**config.mk**
```make
export PLATFORM = sky130hd
export DESIGN_NAME = rom_arbiter
export DESIGN_NICKNAME = d
export VERILOG_FILES = /design/src/rtl/rom_arbiter_pkg.sv /design/src/rtl/rom_arbiter_arb.sv /design/src/rtl/rom_arbiter.sv
export SDC_FILE = /design/constraint.sdc
export NUM_CORES = 1
export LEC_CHECK = 0
export BUFFER_PORTS_ARGS = -buffer_cell sky130_fd_sc_hd__buf_2
export CELL_PAD_IN_SITES_DETAIL_PLACEMENT = 1
export CELL_PAD_IN_SITES_GLOBAL_PLACEMENT = 2
export CORE_MARGIN = 4
export CORE_UTILIZATION = 12
export DETAILED_ROUTE_END_ITERATION = 10
export GPL_ROUTABILITY_DRIVEN = 0
export PLACE_DENSITY_LB_ADDON = 0.1
export REMOVE_ABC_BUFFERS = 1
export SYNTH_ARGS = -nofsm -noshare
export SYNTH_HDL_FRONTEND = slang
export SYNTH_SLANG_ARGS = --single-unit
```
**constraint.sdc**
```tcl
create_clock -name CLK -period 2.5 [get_ports CLK]
set_input_delay 0.125 -clock CLK [delete_from_list [all_inputs] [get_ports CLK]]
set_output_delay 0.125 -clock CLK [all_outputs]
set_load 0.05 [all_outputs]
```
**src/rtl/rom_arbiter_pkg.sv**
```systemverilog
// Shared constants and types for the instruction-ROM arbiter.
package rom_arbiter_pkg;

   // Arbitration modes selectable through the ARB_MODE parameter
   localparam int ARB_RR    = 0;
   localparam int ARB_FIX_D = 1;

   // Port encodings used for the last-grant pointer
   localparam logic PORT_I = 1'b0;
   localparam logic PORT_D = 1'b1;

   // Slot state: idle, or a response outstanding for one of the two ports
   typedef enum logic [1:0] {
      ST_IDLE   = 2'd0,
      ST_PEND_I = 2'd1,
      ST_PEND_D = 2'd2
   } arb_state_t;

endpackage

```
**src/rtl/rom_arbiter_arb.sv**
```systemverilog
// Two-input arbiter: round-robin via a last-grant pointer, or fixed D-over-I.
module rr_arb2
   import rom_arbiter_pkg::*;
(
   input  logic CLK,
   input  logic RSTn,
   input  logic mode,
   input  logic en,
   input  logic req_i,
   input  logic req_d,
   output logic gnt_i,
   output logic gnt_d
);

   logic last;

   // Pick a winner when the slot is free; ties resolved by mode and last grant
   always_comb begin
      gnt_i = 1'b0;
      gnt_d = 1'b0;
      if (en) begin
         if (req_i && !req_d) begin
            gnt_i = 1'b1;
         end else if (req_d && !req_i) begin
            gnt_d = 1'b1;
         end else if (req_i && req_d) begin
            if (mode) begin
               gnt_d = 1'b1;
            end else if (last == PORT_D) begin
               gnt_i = 1'b1;
            end else begin
               gnt_d = 1'b1;
            end
         end
      end
   end

   // Remember the last granted port; reset points at D so I wins the first tie
   always_ff @(posedge CLK) begin
      if (!RSTn) begin
         last <= PORT_D;
      end else if (gnt_i) begin
         last <= PORT_I;
      end else if (gnt_d) begin
         last <= PORT_D;
      end
   end

endmodule

```
**src/rtl/rom_arbiter.sv**
```systemverilog
// Shares a single-port synchronous ROM between the fetch (I) and data (D) ports.
module rom_arbiter
   import rom_arbiter_pkg::*;
#(
   parameter int ARB_MODE = 0,
   parameter int AW       = 32,
   parameter int DW       = 32
) (
   input  logic          CLK,
   input  logic          RSTn,
   input  logic          IREQ,
   input  logic [AW-1:0] IADDR,
   output logic          IGNT,
   output logic          IRVALID,
   output logic [DW-1:0] IRDATA,
   input  logic          IRREADY,
   input  logic          DREQ,
   input  logic [AW-1:0] DADDR,
   output logic          DGNT,
   output logic          DRVALID,
   output logic [DW-1:0] DRDATA,
   input  logic          DRREADY,
   output logic          ROM_EN,
   output logic [AW-1:0] ROM_ADDR,
   input  logic [DW-1:0] ROM_DOUT
);

   arb_state_t state;
   arb_state_t state_nxt;
   logic       owner_done;
   logic       slot_free;
   logic       gnt_i;
   logic       gnt_d;

   // Responses come straight from the held ROM output of the owning port
   assign IRVALID = RSTn && (state == ST_PEND_I);
   assign DRVALID = RSTn && (state == ST_PEND_D);
   assign IRDATA  = ROM_DOUT;
   assign DRDATA  = ROM_DOUT;

   // The slot frees up when idle or when the owner takes its response this cycle
   always_comb begin
      owner_done = 1'b0;
      case (state)
         ST_PEND_I: owner_done = IRVALID && IRREADY;
         ST_PEND_D: owner_done = DRVALID && DRREADY;
         default:   owner_done = 1'b0;
      endcase
      slot_free = (state == ST_IDLE) || owner_done;
   end

   rr_arb2 u_arb (
      .CLK   (CLK),
      .RSTn  (RSTn),
      .mode  (ARB_MODE == ARB_FIX_D),
      .en    (slot_free && RSTn),
      .req_i (IREQ),
      .req_d (DREQ),
      .gnt_i (gnt_i),
      .gnt_d (gnt_d)
   );

   assign IGNT     = gnt_i;
   assign DGNT     = gnt_d;
   assign ROM_EN   = gnt_i || gnt_d;
   assign ROM_ADDR = gnt_d ? DADDR : IADDR;

   // A new grant takes the slot even as the old owner completes
   always_comb begin
      state_nxt = state;
      if (gnt_i) begin
         state_nxt = ST_PEND_I;
      end else if (gnt_d) begin
         state_nxt = ST_PEND_D;
      end else if (owner_done) begin
         state_nxt = ST_IDLE;
      end
   end

   // Slot state register; reset silently drops any outstanding response
   always_ff @(posedge CLK) begin
      if (!RSTn) begin
         state <= ST_IDLE;
      end else begin
         state <= state_nxt;
      end
   end

   a_one_grant : assert property (@(posedge CLK) disable iff (!RSTn) !(IGNT && DGNT));
   a_no_overrun : assert property (@(posedge CLK) disable iff (!RSTn) ROM_EN |-> slot_free);

endmodule

```
==> metrics <==
pin count of the biggest net entering global routing 35; period utilization 94.9%; Core Rows 36; clk_lat worst skew 0.22 ns; overall die height 109 um; Power Density 428 nW/um^2; Final Hold Fails 0; area of the multi-input gates 642 um^2; kind of critical path reg -> out; Fill cells 1177; FF+latch count, synth 3; final worst slack 0.127 ns; CTS root buf clkbuf_8; largest cells by area after synthesis buf_4, mux2_4, dfxtp_1; hold_ws 0.201 ns; via count 1076; GRT met2 Usage 11.5%; fin crit period 2.37 ns; Pleak 0.000876 uW; commonest cells after routing, fill and taps aside buf_2, mux2_4, buf_4; pre-CTS WS 0.224 ns; hold_buf cts 0; Setup TNS 0 ns; DRC viols 0; detailed placement HPWL 5390 um; antenna diode count 0; H-Tree Level Count 1; area delta synth->final 23.9%; PnR Total Power 653 uW; clk_skew 0.00546 ns; Die X 109 um; vias in the first global route 1156; Die Area 11900 um^2; Clock Tree Buf Depth 2; Final Max Slew Viols 0; GRT overflow 0; grt met3 use 10.0%; port bufs 106; Ports 203; Max VDD drop 153 uV; cts bufs inserted 3; Nets 280; syn_area_per_cell 9.54 um^2; busiest grt layer met2; DR iter-0 viols 36; share of cells above drive strength 1 85.1%; worst-path fanout max 17; core area 9860 um^2; ANT nets after route 0; RSZ-0062 raised after global routing false; first-pass GRT wire length 8020 um; post-synth top area share 39.0%; Routed wire per std cell 20.8 um; Slew @ Worst Pin 0.282 ns; final WL 6400 um; register area share after synthesis 4.88%; met1 GRT Util 10.9%; FF+latch area 60.1 um^2; CTS tree done; Worst EP required 2.38 ns; fmax 0.421 GHz; initial antenna violation count 0; Yosys Warn Count 0; Synth Cell Area 1230 um^2; slew margin rel. 81.3%; number of setup violations in the final report 0; GRT Overall Usage 9.43%; Worst setup SP type register; via density per instance 3.50; clock slew at reported path FFs 0.03 ns; Post-Syn Instances 129; CP Capture Type output port; Initial Utilization 12.5%; top cell type by total area after synthesis buf_4; DRT Pass-1 Iters 3; Max Cap Viol 0; status complete, no violations; distinct cell type count of the synthesized netlist 21; Worst EP arrival 2.25 ns; # clock sinks 3; Worst Hold Class in -> reg; commonest non-fill, non-tap cell in the layout buf_2
cell type report:
cell class / count / area share, %
timing repair buffer: 109 / 38.9
tap: 133 / 10.9
multi-input combinational: 53 / 42.1
inverter: 5 / 1.23
clock buffer: 4 / 2.95
sequential: 3 / 3.94
critical path, cell delays in order, from the launching register on:
cell and delay [ns]:
dfxtp_1 0.34, inv_1 0.08, ha_1 0.21, a22o_1 0.24
a31o_4 0.27, nand4_4 0.13, clkbuf_16 0.22, mux2_4 0.31
buf_2 0.22
Yosys cell counts, drive strengths merged:
| master | instances |
|---|---|
| nor2 | 3 |
| o2111ai | 2 |
| mux2 | 32 |
| ha | 3 |
| and2 | 2 |
| a22o | 1 |
| nand4 | 1 |
| a31o | 1 |
| inv | 5 |
| nand2 | 2 |
| a21oi | 1 |
| nand3 | 1 |
| dfxtp | 3 |
| and3 | 1 |
| buf | 68 |
| o21ai | 3 |
flip-flops by register name, summed over array words and instances, names as in the netlist:
| signal | flops |
|---|---|
| state | 2 |
| u_arb.last | 1 |
layer usage:
layer  share of wire, %  vias to the layer above
met1                 38                      498
met5                  0                        -
met2                 42                      118
met3                 20                        2
met4               0.42                        0
li1                   -                      458
power by group:
group          internal, uW  switching [uW]  total (uW)
registers              54.9            5.48        60.3
logic                   170             283         453
clock network           109            31.0         140
worst paths after layout:
check | start | endpoint | slack (ns) | cells after the start
max | state[0]$_SDFFE_PN0P_ | ROM_ADDR[29] | 0.13 | 8
max reg2reg | state[0]$_SDFFE_PN0P_ | state[1]$_SDFFE_PP0P_ | 0.71 | 8
min reg2reg | state[1]$_SDFFE_PP0P_ | state[1]$_SDFFE_PP0P_ | 0.51 | 2
min | RSTn | u_arb.last$_SDFFE_PN1P_ | 0.20 | 2
logic make-up (layout without fill, tap and decap cells):
group	Yosys count	count (layout)	share of synthesized area (%)
fa+ha+maj	3	3	3.05
simple gates	10	10	5.18
compound gates	8	8	5.39
flops	3	3	4.88
mux	32	32	37.8
buf+inv	73	118	43.7
per-stage QoR:
stage,instances,utilization [%],cell area (um^2)
floorplan,61,-,712
global placement,301,14.5,1430
detailed placement,301,14.5,1430
CTS,305,15.0,1480
global route,307,15.5,1530
finish,307,15.5,1530
timing repair:
| action | CTS | global route |
|---|---|---|
| gates cloned | 0 | 1 |
| setup buffers | 0 | 1 |
| setup endpoints to repair | 4 | 32 |
| pin swaps | 0 | 1 |
| resized for setup | 4 | 1 |
Note: power is estimated with default switching activity, not from simulation.
